<file path="src/rtl/ibex_fetch_fifo_wide.sv">
// Instruction fetch FIFO for a 32/64-bit fetch bus: stores whole bus words, realigns
// 16/32-bit instructions at any halfword offset and bypasses the bus word when empty.
module ibex_fetch_fifo_wide #(
    parameter int unsigned NUM_REQS = 2,
    parameter int unsigned BUS_W    = 32,
    parameter bit          ResetAll = 1'b0,
    localparam int unsigned DEPTH   = NUM_REQS + 1,
    localparam int unsigned LVL_W   = $clog2(DEPTH + 1)
) (
    input  logic                clk_i,
    input  logic                rst_ni,
    input  logic                clear_i,
    output logic [NUM_REQS-1:0] busy_o,
    output logic [LVL_W-1:0]    level_o,
    input  logic                in_valid_i,
    input  logic [31:0]         in_addr_i,
    input  logic [BUS_W-1:0]    in_rdata_i,
    input  logic                in_err_i,
    output logic                out_valid_o,
    input  logic                out_ready_i,
    output logic [31:0]         out_addr_o,
    output logic [31:0]         out_rdata_o,
    output logic                out_err_o,
    output logic                out_err_plus2_o
);

    localparam int unsigned HW    = BUS_W / 16;
    localparam int unsigned OFS_W = $clog2(HW);
    localparam logic [OFS_W-1:0] OFS_LAST = OFS_W'(HW - 1);
    localparam logic [OFS_W-1:0] OFS_PEN  = OFS_W'(HW - 2);

    // Three copies of every state register; all readers see the majority vote.
    logic [DEPTH-1:0] valid_q [3];
    logic [DEPTH-1:0] err_q   [3];
    logic [30:0]      pc_q    [3];
    logic [BUS_W-1:0] rdata_q [3][DEPTH];

    logic [DEPTH-1:0] valid_v, err_v;
    logic [30:0]      pc_v;
    logic [BUS_W-1:0] rdata_v [DEPTH];

    logic [DEPTH-1:0] valid_d, err_d;
    logic [30:0]      pc_d;
    logic [BUS_W-1:0] rdata_d [DEPTH];

    always_comb begin
        valid_v = (valid_q[0] & valid_q[1]) | (valid_q[0] & valid_q[2]) | (valid_q[1] & valid_q[2]);
        err_v   = (err_q[0] & err_q[1]) | (err_q[0] & err_q[2]) | (err_q[1] & err_q[2]);
        pc_v    = (pc_q[0] & pc_q[1]) | (pc_q[0] & pc_q[2]) | (pc_q[1] & pc_q[2]);
        for (int i = 0; i < DEPTH; i++) begin
            rdata_v[i] = (rdata_q[0][i] & rdata_q[1][i]) | (rdata_q[0][i] & rdata_q[2][i]) |
                         (rdata_q[1][i] & rdata_q[2][i]);
        end
    end

    logic [BUS_W-1:0] head_word, next_word;
    logic             head_err, next_err, head_present, next_present;
    logic [OFS_W-1:0] ofs, ofs_nxt;
    logic [15:0]      head_hw [HW];
    logic [15:0]      low_hw, up_hw;
    logic             is_last, compressed, accept, pop;

    assign head_word    = valid_v[0] ? rdata_v[0] : in_rdata_i;
    assign head_err     = valid_v[0] ? err_v[0]   : in_err_i;
    assign head_present = valid_v[0] | in_valid_i;
    assign next_word    = valid_v[1] ? rdata_v[1] : in_rdata_i;
    assign next_err     = valid_v[1] ? err_v[1]   : in_err_i;
    assign next_present = valid_v[1] | (valid_v[0] & in_valid_i);

    assign ofs     = pc_v[OFS_W-1:0];
    assign ofs_nxt = ofs + OFS_W'(1);
    assign is_last = (ofs == OFS_LAST);

    always_comb begin
        for (int i = 0; i < HW; i++) begin
            head_hw[i] = head_word[16*i +: 16];
        end
    end

    // The upper half of an instruction starting in the last halfword comes from the next word.
    assign low_hw     = head_hw[ofs];
    assign up_hw      = is_last ? next_word[15:0] : head_hw[ofs_nxt];
    assign compressed = (low_hw[1:0] != 2'b11) & ~head_err;

    assign out_valid_o     = head_present & (compressed | ~is_last | next_present);
    assign out_rdata_o     = {up_hw, low_hw};
    assign out_addr_o      = {pc_v, 1'b0};
    assign out_err_o       = head_err | (is_last & ~compressed & next_err);
    assign out_err_plus2_o = is_last & ~compressed & next_err & ~head_err;

    assign accept = out_valid_o & out_ready_i;
    assign pop    = accept & (compressed ? is_last : (is_last | (ofs == OFS_PEN)));

    // Push into the lowest free slot first, then shift down on pop, so a bypassed
    // word consumed entirely this cycle drops out of the FIFO again.
    logic [DEPTH-1:0] push_sel, valid_p, err_p;
    logic [BUS_W-1:0] rdata_p [DEPTH];
    logic             below_valid;

    always_comb begin
        below_valid = 1'b1;
        for (int i = 0; i < DEPTH; i++) begin
            push_sel[i] = in_valid_i & ~valid_v[i] & below_valid;
            below_valid = below_valid & valid_v[i];
            valid_p[i]  = valid_v[i] | push_sel[i];
            err_p[i]    = push_sel[i] ? in_err_i   : err_v[i];
            rdata_p[i]  = push_sel[i] ? in_rdata_i : rdata_v[i];
        end
    end

    always_comb begin
        valid_d = valid_p;
        err_d   = err_p;
        pc_d    = pc_v;
        for (int i = 0; i < DEPTH; i++) begin
            rdata_d[i] = rdata_p[i];
        end
        if (clear_i) begin
            valid_d = '0;
            err_d   = err_v;
            pc_d    = in_addr_i[31:1];
            for (int i = 0; i < DEPTH; i++) begin
                rdata_d[i] = rdata_v[i];
            end
        end else begin
            if (accept) begin
                pc_d = pc_v + (compressed ? 31'd1 : 31'd2);
            end
            if (pop) begin
                valid_d = {1'b0, valid_p[DEPTH-1:1]};
                err_d   = {err_p[DEPTH-1], err_p[DEPTH-1:1]};
                for (int i = 0; i < DEPTH - 1; i++) begin
                    rdata_d[i] = rdata_p[i+1];
                end
            end
        end
    end

    always_ff @(posedge clk_i) begin
        for (int c = 0; c < 3; c++) begin
            if (!rst_ni) begin
                valid_q[c] <= '0;
                pc_q[c]    <= '0;
            end else begin
                valid_q[c] <= valid_d;
                pc_q[c]    <= pc_d;
            end
        end
    end

    always_ff @(posedge clk_i) begin
        for (int c = 0; c < 3; c++) begin
            if (ResetAll && !rst_ni) begin
                err_q[c] <= '0;
                for (int i = 0; i < DEPTH; i++) begin
                    rdata_q[c][i] <= '0;
                end
            end else begin
                err_q[c] <= err_d;
                for (int i = 0; i < DEPTH; i++) begin
                    rdata_q[c][i] <= rdata_d[i];
                end
            end
        end
    end

    always_comb begin
        level_o = '0;
        for (int i = 0; i < DEPTH; i++) begin
            level_o = level_o + LVL_W'(valid_v[i]);
        end
    end

    assign busy_o = valid_v[DEPTH-1 -: NUM_REQS];

    logic unused_addr0;
    assign unused_addr0 = in_addr_i[0];

    a_bus_w: assert property (@(posedge clk_i) (BUS_W == 32) || (BUS_W == 64));
    a_no_overflow: assert property (@(posedge clk_i) disable iff (!rst_ni)
        !(in_valid_i && valid_v[DEPTH-1] && !clear_i));

endmodule
</file>
<file path="config.mk">
export PLATFORM = sky130hd
export DESIGN_NAME = ibex_fetch_fifo_wide
export DESIGN_NICKNAME = d
export VERILOG_FILES = /design/src/rtl/ibex_fetch_fifo_wide.sv
export SDC_FILE = /design/constraint.sdc
export NUM_CORES = 1
export LEC_CHECK = 0
export ABC_CLOCK_PERIOD_IN_PS = 4230
export CORE_UTILIZATION = 49
export DETAILED_ROUTE_END_ITERATION = 16
export PLACE_DENSITY = 0.79
export SYNTH_ARGS = -nofsm -noshare
export SYNTH_HDL_FRONTEND = slang
export SYNTH_SLANG_ARGS = --single-unit
</file>
<file path="constraint.sdc">
create_clock -name clk_i -period 4.23 [get_ports clk_i]
set_input_delay 0.6345 -clock clk_i [delete_from_list [all_inputs] [get_ports clk_i]]
set_output_delay 0.6345 -clock clk_i [all_outputs]
set_load 0.1 [all_outputs]
</file>
[Word level (Yosys, flattened, before mapping)]
Memory sizes are Yosys's and may differ from the RTL's.
Cells that the tools add are included.
Storage, ports and cells
  register bits: 0
  memory bits (writable): 399
  memories kept: 4
Memory list
  rdata_q: depth 3, width 96, read ports 3, clocked after memory_dff 0, write ports 3, line 36  | logic [BUS_W-1:0] rdata_q [3][DEPTH];
  pc_q: depth 3, width 31, read ports 3, clocked after memory_dff 0, write ports 3, line 35  | logic [30:0] pc_q [3];
  err_q: depth 3, width 3, read ports 3, clocked after memory_dff 0, write ports 3, line 34  | logic [DEPTH-1:0] err_q [3];
  valid_q: depth 3, width 3, read ports 3, clocked after memory_dff 0, write ports 3, line 33  | logic [DEPTH-1:0] valid_q [3];
Cells by class
  bitwise operators: 66
  order comparisons: 2
  equal/unequal tests: 1
  mux-type cells: 36
  $add $sub $neg: 4
Operators with widths (count)
  bitwise AND 32 bit: 9
  bitwise OR 32 bit: 6
  2-to-1 mux 32 bit: 5
  2-to-1 mux 31 bit: 5
  2-to-1 mux 16 bit: 8
  2-to-1 mux 64 bit: 2
  bitwise AND 31 bit: 3
  bitwise OR 31 bit: 2
  adder 31 x 2 -> 31 bit: 1
  bitwise AND 3 bit: 6
  2-to-1 mux 3 bit: 6
  bitwise AND 1 bit: 14
  bitwise OR 1 bit: 14
  bitwise OR 3 bit: 4
  2-to-1 mux 1 bit: 8
  NOT 1 bit: 6
  >= comparator 2 bit, second input constant: 2
  2-to-1 mux 2 bit: 2
  NOT 1 -> 2 bit: 2
  adder 1 x 1 -> 2 bit: 1
  adder 2 x 1 -> 2 bit: 1
  != test 2 bit, second input constant: 1
  adder 1 bit, second input constant: 1

[Depth between registers and ports, before layout]
Gate-level depths: netlist of run 1.
An unclocked memory read counts as a cell.
  word-level depth: 18
  gate-level depth with buffers: 15

[Worst setup path after synthesis of run 1]
Ideal clock, no wire load.
  path type: flip-flop to output port
  start: mem pc_q[2][0]
  end: out out_err_plus2_o
  cell stages (with the launch flop): 8
  path buffers: 0
  data arrival time: 5.259 ns
  slack: -1.663 ns
  path through: dfxtp_1 > a211oi_1 > a21oi_1 > nand2_1 > nand3_1 > ha_1 > inv_1 > nor3_1
RTL lines
  from (decl): line 35
  to (decl): line 24  | output logic out_err_plus2_o

[Worst setup path in the final report of run 1]
  start: in in_rdata_i[1]
  end: out out_valid_o
On the way
  cells in the longest elaborated chain, start to end: 9
RTL lines
  from (decl): line 17  | input logic [BUS_W-1:0] in_rdata_i,
  2-to-1 mux 32 bit: line 63  | assign head_word = valid_v[0] ? rdata_v[0] : in_rdata_i;
  2-to-1 mux 16 bit (not written as such) (3 in a row): line 81  | assign low_hw = head_hw[ofs];
  != test 2 bit: line 83  | assign compressed = (low_hw[1:0] != 2'b11) & ~head_err;
  bitwise AND 1 bit: line 83
  bitwise OR 1 bit (2 in a row): line 85  | assign out_valid_o = head_present & (compressed | ~is_last | next_present);
  bitwise AND 1 bit: line 85
  to (decl): line 19  | output logic out_valid_o,
No other way between the ends. The select of a mux whose other input is x is not followed.

==> qor.yml, run 1 <==
drc: 0
core_um2: 15200
irDropWorstVdd_uv: 313
wl_per_cell_um: 18.2
tns_ps: 0
fin_worst_skew_ps: 6.42
clockBufferDepth: 2
cts_max_level: 4
synthCells: 804
chipHeight_um: 127
io_buffers: 138
grt_max_degree: 69
grt_pass1_wl_um: 32000
max_freq_mhz: 270
numClockSinks: 133
dp_hpwl_um: 12800
fin_crit_ps: 3700
vias: 6713
cts_resized: 0
layout_common_cells: "nand2_1, clkdlybuf4s50_1, a21oi_1"
synth_enable_flop_cells: 99
clock-root-buffer: "clkbuf_16"
placementRows: 45
gr-usage-all-layers: 0.255
powerDensity_nw_per_um2: 425
total_power_mw: 4.12
rsz0062_at_grt: "false"
dr.pass1.iters: 5
synthTopCellsByArea: "edfxtp_1, dfxtp_1, a21oi_1"
finalSetupViolCount: 0
finalMaxSlewViolations: 0
cts_hold_buf: 0
viasPerCell: 6.01
first_global_vias: 6257
path_cells: "clkdlybuf4s50_1 > nor2b_1 > a211oi_1 > a21oi_4 > nand2_1 > nand3_1 > ha_1 > nor2b_2 > maj3_2 > inv_2 > buf_12"
drive_gt1_frac: 0.125
power.leakage_nw: 3.40
yosysUniqueCellTypes: 52
critPathLaunchType: "input port"
die_x_um: 127
grt_antenna_before_repair: 1
worst_pin_slew_ps: 1140
netlist_area_um2: 7620
tritoncts: "done"
syn_avg_cell_area_um2: 9.48
numCtsBuffers: 17
synth_warnings: 0
synth-seq-area-share: 0.479
synthFlopType: "edfxtp_1"
drt_wl_total_um: 20300
finalHoldViolCount: 0
synth_seq_cells: 133
synth_area_leader_cell: "edfxtp_1"
critPathSlowestCell: "clkdlybuf4s50_1"
hold_ws_ps: 577
mostFrequentLayoutCell: "nand2_1"
status: "completed"
yosys.area.top_type_share: 0.390
async_flop_share: 0
cp_data_required_time_ps: 3600
slew_headroom: 0.242
clk_latency_ps: 420
maxCapViolations: 0
initial_core_util: 0.502
dieArea_um2: 16100
cp_slowest_stage_delay_ps: 480
fin_nets: 992
pin_count: 141
area_growth_pct: 27.3
route.antenna.remaining_nets: 0
cts_setup_buffers: 0
cp-end-kind: "output port"
synth_nets: 880
cp_max_fo: 9
finalCritPeriodShare: 0.875
gp_congestion: 0.781
critical_path_arrival_ps: 3070
hp-class: "reg -> reg"
overflow: 0
drtIter0Drc: 690
clk_pin_slew_ps: 50
critical_path_class: "in -> out"
fillers: 1256
[registers in the layout, indices dropped and copies added, names as in the netlist]
name / cells
rdata_q: 96
err_q: 3
valid_q: 3
pc_q: 31
[cells in the mapped netlist, types with 2 or more instances]
cell type  number
nand2_1       149
a21oi_1       114
edfxtp_1       99
nor2_1         69
clkbuf_1       40
o21ai_0        35
dfxtp_1        34
o221ai_1       33
nor2b_1        19
xnor2_1        19
a211oi_1       18
buf_2          16
mux2i_1        16
mux4_2         14
nand3_1        13
nand4_1        13
and3_1          9
inv_1           9
buf_4           8
xor2_1          8
nor3_1          7
and4_1          6
nor4_2          6
nor4b_2         5
and2_1          4
ha_1            4
inv_2           4
buf_1           3
a21o_1          2
a311oi_1        2
a31oi_1         2
fa_1            2
nor3b_1         2
o31ai_1         2
[worst max-delay path: cells and delay by family]
family / cells / cell delay, ps
compound gates: 2 / 420
fa+ha+maj: 2 / 560
buf+inv: 3 / 900
simple gates: 4 / 550
[cell families after synthesis]
kind of cell / synth area share
buffers and inverters: 0.0466
muxes: 0.0624
DFF: 0.479
adders and majority gates: 0.0133
AOI/OAI and AO/OA: 0.174
and+or+nand+nor: 0.193
other: 0.000492
xor gates and xnor gates: 0.0310
[per-stage QoR]
stage               cells   util  area [um^2]  setup WS, ps
finish               1117  0.638         9700           529
floorplan             804      -         7650           164
CTS                  1116  0.638         9700           523
detailed placement   1085  0.599         9110           252
global placement     1085  0.599         9110           294
global route         1117  0.638         9700           380
[layer usage]
metal	track usage	routed length, um	vias up
met1	0.321	8480	3255
met3	0.0519	1310	32
met4	0.111	536	0
met2	0.428	9960	269
met5	0	0	-
li1	-	-	3157
[power by group]
part | leakage (nW) | switching (mW) | internal (mW)
combinational | 1.83 | 0.746 | 0.292
sequential | 1.29 | 0.0681 | 1.51
clock | 0.285 | 0.539 | 0.971
total | 3.40 | 1.35 | 2.77
[layout make-up]
class                      count  area (um^2)  share of cell area
antenna                        1         2.50            0.000258
clock buffer                  19          433              0.0446
clock inverter                12          161              0.0166
inverter                      13         51.3             0.00529
multi-input combinational    590         3650               0.376
sequential                   133         3660               0.377
tap                          188          235              0.0242
timing repair buffer         161         1520               0.156
[worst paths after layout]
path	from	endpoint	depth (start not counted)	slack, ps
setup / recovery	in_rdata_i[1]	out_valid_o	11	530
setup reg to reg	valid_q[0][0]	pc_q[2][12]	13	750
hold reg to reg	pc_q[2][30]	pc_q[2][30]	2	580
hold / removal	pc_q[2][30]	pc_q[2][30]	2	580
Power figures use the tool's default switching activity.
==> inputs of run 2 (changes only) <==
- SLEW_MARGIN: unset -> 20
==> run 2 against run 1 <==
Via count up 0.51%. Clock skew down 1.6 ps. Combinational power about the same. Critical endpoint unchanged. Largest power group unchanged. Highest routed layer unchanged.
==> qor.yml, run 2 (synthesis gave the netlist of run 1 again) <==
grt_pass1_wl_um: 32000
path_cells: "clkdlybuf4s50_1 > nor2b_1 > a211oi_1 > a21oi_4 > nand2_1 > nand3_1 > ha_1 > nor2b_2 > maj3_2 > inv_2 > buf_12"
cp-end-kind: "output port"
cts_max_level: 4
crit_path_start: "in_rdata_i[1]"
cts_hold_buf: 0
largest_reg_flops: 96
fin_worst_skew_ps: 4.82
rsz0062_at_grt: "false"
critical_path_class: "in -> out"
overflow: 0
critical_path_arrival_ps: 3070
finalSetupViolCount: 0
layout_common_cells: "nand2_1, clkdlybuf4s50_1, a21oi_1"
critPathTopFamily: "buffers and inverters"
hp-class: "reg -> reg"
drc: 0
fin_nets: 993
regMostFlops: "rdata_q"
viasPerCell: 6.03
vias: 6747
r2r_start: "valid_q[0][0]"
dpl-instance-area_um2: 9110
critPathLaunchType: "input port"
grt_antenna_before_repair: 1
finalHoldViolCount: 0
cp_max_fo: 9
rr_worst_depth: 13
critPathSlowestCell: "clkdlybuf4s50_1"
initial_core_util: 0.502
clockBufferDepth: 2
placementRows: 45
mostFrequentLayoutCell: "nand2_1"
fillers: 1252
rr_endpoint: "pc_q[2][12]"
reg_top3: "rdata_q: 96 flops, pc_q: 31 flops"
power.leakage_nw: 3.41
worst_pin_slew_ps: 1070
cp_data_required_time_ps: 3600
numCtsBuffers: 17
drtIter0Drc: 746
die_x_um: 127
core_um2: 15200
powerDensity_nw_per_um2: 424
gp_congestion: 0.781
cts_resized: 0
cts_setup_buffers: 0
finalMaxSlewViolations: 0
dr.pass1.iters: 5
numClockSinks: 133
critical_path_depth: 11
clk_pin_slew_ps: 50
grt_max_degree: 69
area_growth_pct: 27.6
wl_per_cell_um: 18.1
clock-root-buffer: "clkbuf_16"
chipHeight_um: 127
dieArea_um2: 16100
pin_count: 141
clk_latency_ps: 420
tritoncts: "done"
dp_hpwl_um: 12800
drt_wl_total_um: 20300
drive_gt1_frac: 0.126
maxCapViolations: 0
finalCritPeriodShare: 0.876
io_buffers: 138
path_buf_inv: 3
first_global_vias: 6257
fin_crit_ps: 3700
cp_slowest_stage_delay_ps: 480
irDropWorstVdd_uv: 314
hold_ws_ps: 577
max_freq_mhz: 270
status: "completed"
tns_ps: 0
fin_area_um2: 9730
rrSetupSlack_ps: 730
gr-usage-all-layers: 0.255
route.antenna.remaining_nets: 0
slew_headroom: 0.286
endpoint: "out_valid_o"
## run 2: changes by cell type in the layout (fill, tap and decap cells not counted)
cell,previous run,this run
buf_16,0,1
## run 2: power breakdown
part           switching (mW)  leakage, nW  internal, mW  total, mW
Sequential             0.0679         1.29          1.51       1.58
Combinational           0.746         1.84         0.293       1.04
Clock                   0.537        0.285         0.971       1.51
Total                    1.35         3.41          2.77       4.12
## run 2: worst reg2reg max path: cells and delay by family, from the launching register on
family / cells / cell delay, ps
XOR/XNOR: 1 / 170
AND/OR/NAND/NOR: 6 / 1410
buffers and inverters: 1 / 50
flip-flops: 1 / 610
AO/OA/AOI/OAI: 3 / 510
adder cells (fa/ha/maj): 2 / 580
## run 2: routing by layer
metal / track usage / share of wire / vias to the layer above
met3: 0.0519 / 0.065 / 34
met4: 0.111 / 0.025 / 0
met1: 0.321 / 0.42 / 3271
met2: 0.428 / 0.49 / 285
met5: 0 / 0 / -
li1: - / - / 3157
## run 2: layout make-up
cell class	instances	area [um^2]	share of cell area
antenna	1	2.50	0.000257
clock buffer	19	433	0.0445
clock inverter	12	161	0.0166
inverter	13	51.3	0.00527
multi-input combinational	590	3650	0.375
sequential	133	3660	0.376
tap	188	235	0.0242
timing repair buffer	162	1540	0.159
## run 2: worst min-delay path by stage
| stage | cells past startpoint | slack (ps) | start | endpoint |
|---|---|---|---|---|
| detailed placement | 2 | 570 | pc_q[2][30] | pc_q[2][30] |
| global route | 2 | 600 | pc_q[2][30] | pc_q[2][30] |
| finish | 2 | 580 | pc_q[2][30] | pc_q[2][30] |
| global placement | 2 | 550 | pc_q[2][30] | pc_q[2][30] |
| CTS | 2 | 580 | pc_q[2][30] | pc_q[2][30] |
| floorplan | 2 | 540 | valid_q[0][2] | valid_q[0][2] |
## run 2: stage by stage
step	std cells	util	power (mW)	setup slack [ps]
6_report	1118	0.640	4.12	525
5_1_grt	1118	0.640	4.25	380
4_1_cts	1116	0.638	4.14	523
3_5_place_dp	1085	0.599	2.63	252
3_3_place_gp	1085	0.599	2.62	294
2_1_floorplan	804	-	2.34	164
==> inputs of run 3 (changes only) <==
- CORE_UTILIZATION: 49 -> 25
- PLACE_DENSITY: 0.79 -> 0.47
- SLEW_MARGIN: 20 -> 10
==> run 3 against run 2 <==
Global-route usage down 11 points. Combinational power about the same. Clock power down 3%. Wire length up 13%.
==> qor.yml, run 3 (synthesis gave the netlist of run 1 again) <==
irDropWorstVdd_uv: 241
max_freq_mhz: 257
die_x_um: 177
finalHoldViolCount: 0
multi_input_area_um2: 3660
grt_max_degree: 77
worst_pin_slew_ps: 1180
fin_nets: 990
dieArea_um2: 31200
drc: 0
gr-usage-all-layers: 0.149
utilization: 0.332
critPathLaunchType: "input port"
placementRows: 63
status: "completed"
grt.busiest_layer: "met2"
overflow: 0
clock-root-buffer: "clkbuf_16"
numClockSinks: 133
layout_common_cells: "nand2_1, a21oi_1, clkdlybuf4s50_1"
clockBufferDepth: 2
chipHeight_um: 177
cts_hold_buf: 0
reg_top3: "rdata_q: 96 flops, pc_q: 31 flops"
io_buffers: 138
tritoncts: "done"
post-place-ws_ps: 193
use_met2: 0.246
hp-class: "reg -> reg"
gp_congestion: 0.727
critical_path_arrival_ps: 3260
clk_latency_ps: 430
power.leakage_nw: 3.39
cp_data_required_time_ps: 3600
cp_max_fo: 19
cts_setup_buffers: 0
finalCritPeriodShare: 0.921
maxCapViolations: 0
fin_crit_ps: 3900
drt_wl_total_um: 23000
fin_worst_skew_ps: 16.9
critical_path_class: "in -> out"
hold_ws_ps: 577
pin_count: 141
tns_ps: 0
grtUsageMet3: 0.0376
powerDensity_nw_per_um2: 411
cp-end-kind: "output port"
met1_usage: 0.193
fillers: 3112
drtIter0Drc: 333
route.antenna.remaining_nets: 0
dp_hpwl_um: 14300
wl_per_cell_um: 17.4
initial_core_util: 0.256
regMostFlops: "rdata_q"
slew_headroom: 0.211
fin_ws_ps: 334
core_um2: 29800
largest_reg_flops: 96
mostFrequentLayoutCell: "nand2_1"
finalSetupViolCount: 0
cts_max_level: 4
rsz0062_at_grt: "false"
grt_antenna_before_repair: 0
grt_pass1_wl_um: 35600
register_area_um2: 3660
first_global_vias: 6197
clk_pin_slew_ps: 60
numCtsBuffers: 17
finalMaxSlewViolations: 0
viasPerCell: 4.80
area_growth_pct: 29.8
drive_gt1_frac: 0.140
vias: 6322
dr.pass1.iters: 4
cts_resized: 0
[run 3: changes by cell type in the layout (fill, tap and decap cells not counted), sizes merged]
cell and delta:
buf +9, clkinv -2, clkdlybuf4s50 -12, clkinvlp -1, bufinv -3, inv +8
clkbuf -1
[run 3: final cells by class]
cell class / instances / share of cell area
clock buffer: 18 / 0.0434
antenna: 1 / 0.000253
sequential: 133 / 0.369
tap: 390 / 0.0493
multi-input combinational: 590 / 0.370
timing repair buffer: 159 / 0.149
inverter: 13 / 0.00518
clock inverter: 14 / 0.0140
[run 3: power by group]
part           internal (mW)  leakage (nW)  switching [mW]  total (mW)
clock                  0.827         0.278           0.631        1.46
sequential              1.51          1.29          0.0679        1.57
combinational          0.284          1.83           0.754        1.04
total                   2.62          3.39            1.45        4.07
[run 3: worst max-delay path, stage by stage]
cell and delay (ps):
clkdlybuf4s50_1 490, nor2b_1 170, a211oi_1 360, a21oi_4 60
nand2_1 90, nand3_1 100, ha_1 230, nor2b_2 180
maj3_2 370, inv_2 70, buf_4 280, buf_12 220
[run 3: per-layer routing]
| metal | vias up | part of all wire |
|---|---|---|
| met5 | - | 0 |
| met4 | 0 | 0.0093 |
| met3 | 16 | 0.055 |
| met2 | 139 | 0.48 |
| met1 | 3008 | 0.46 |
| li1 | 3159 | - |
[run 3: worst paths after layout]
| kind | from | to | slack [ps] | cells past startpoint |
|---|---|---|---|---|
| max | in_rdata_i[1] | out_valid_o | 330 | 12 |
| min | pc_q[2][30] | pc_q[2][30] | 580 | 2 |
| max reg2reg | valid_q[0][0] | rdata_q[1][74] | 690 | 12 |
| min reg2reg | pc_q[2][30] | pc_q[2][30] | 580 | 2 |
[run 3: per-stage QoR]
step	instance area, um^2	instances	power (mW)
CTS	9900	1317	4.12
global route	9900	1317	4.24
detailed placement	9330	1285	2.65
finish	9900	1318	4.07
floorplan	7650	804	2.34
global placement	9330	1285	2.64
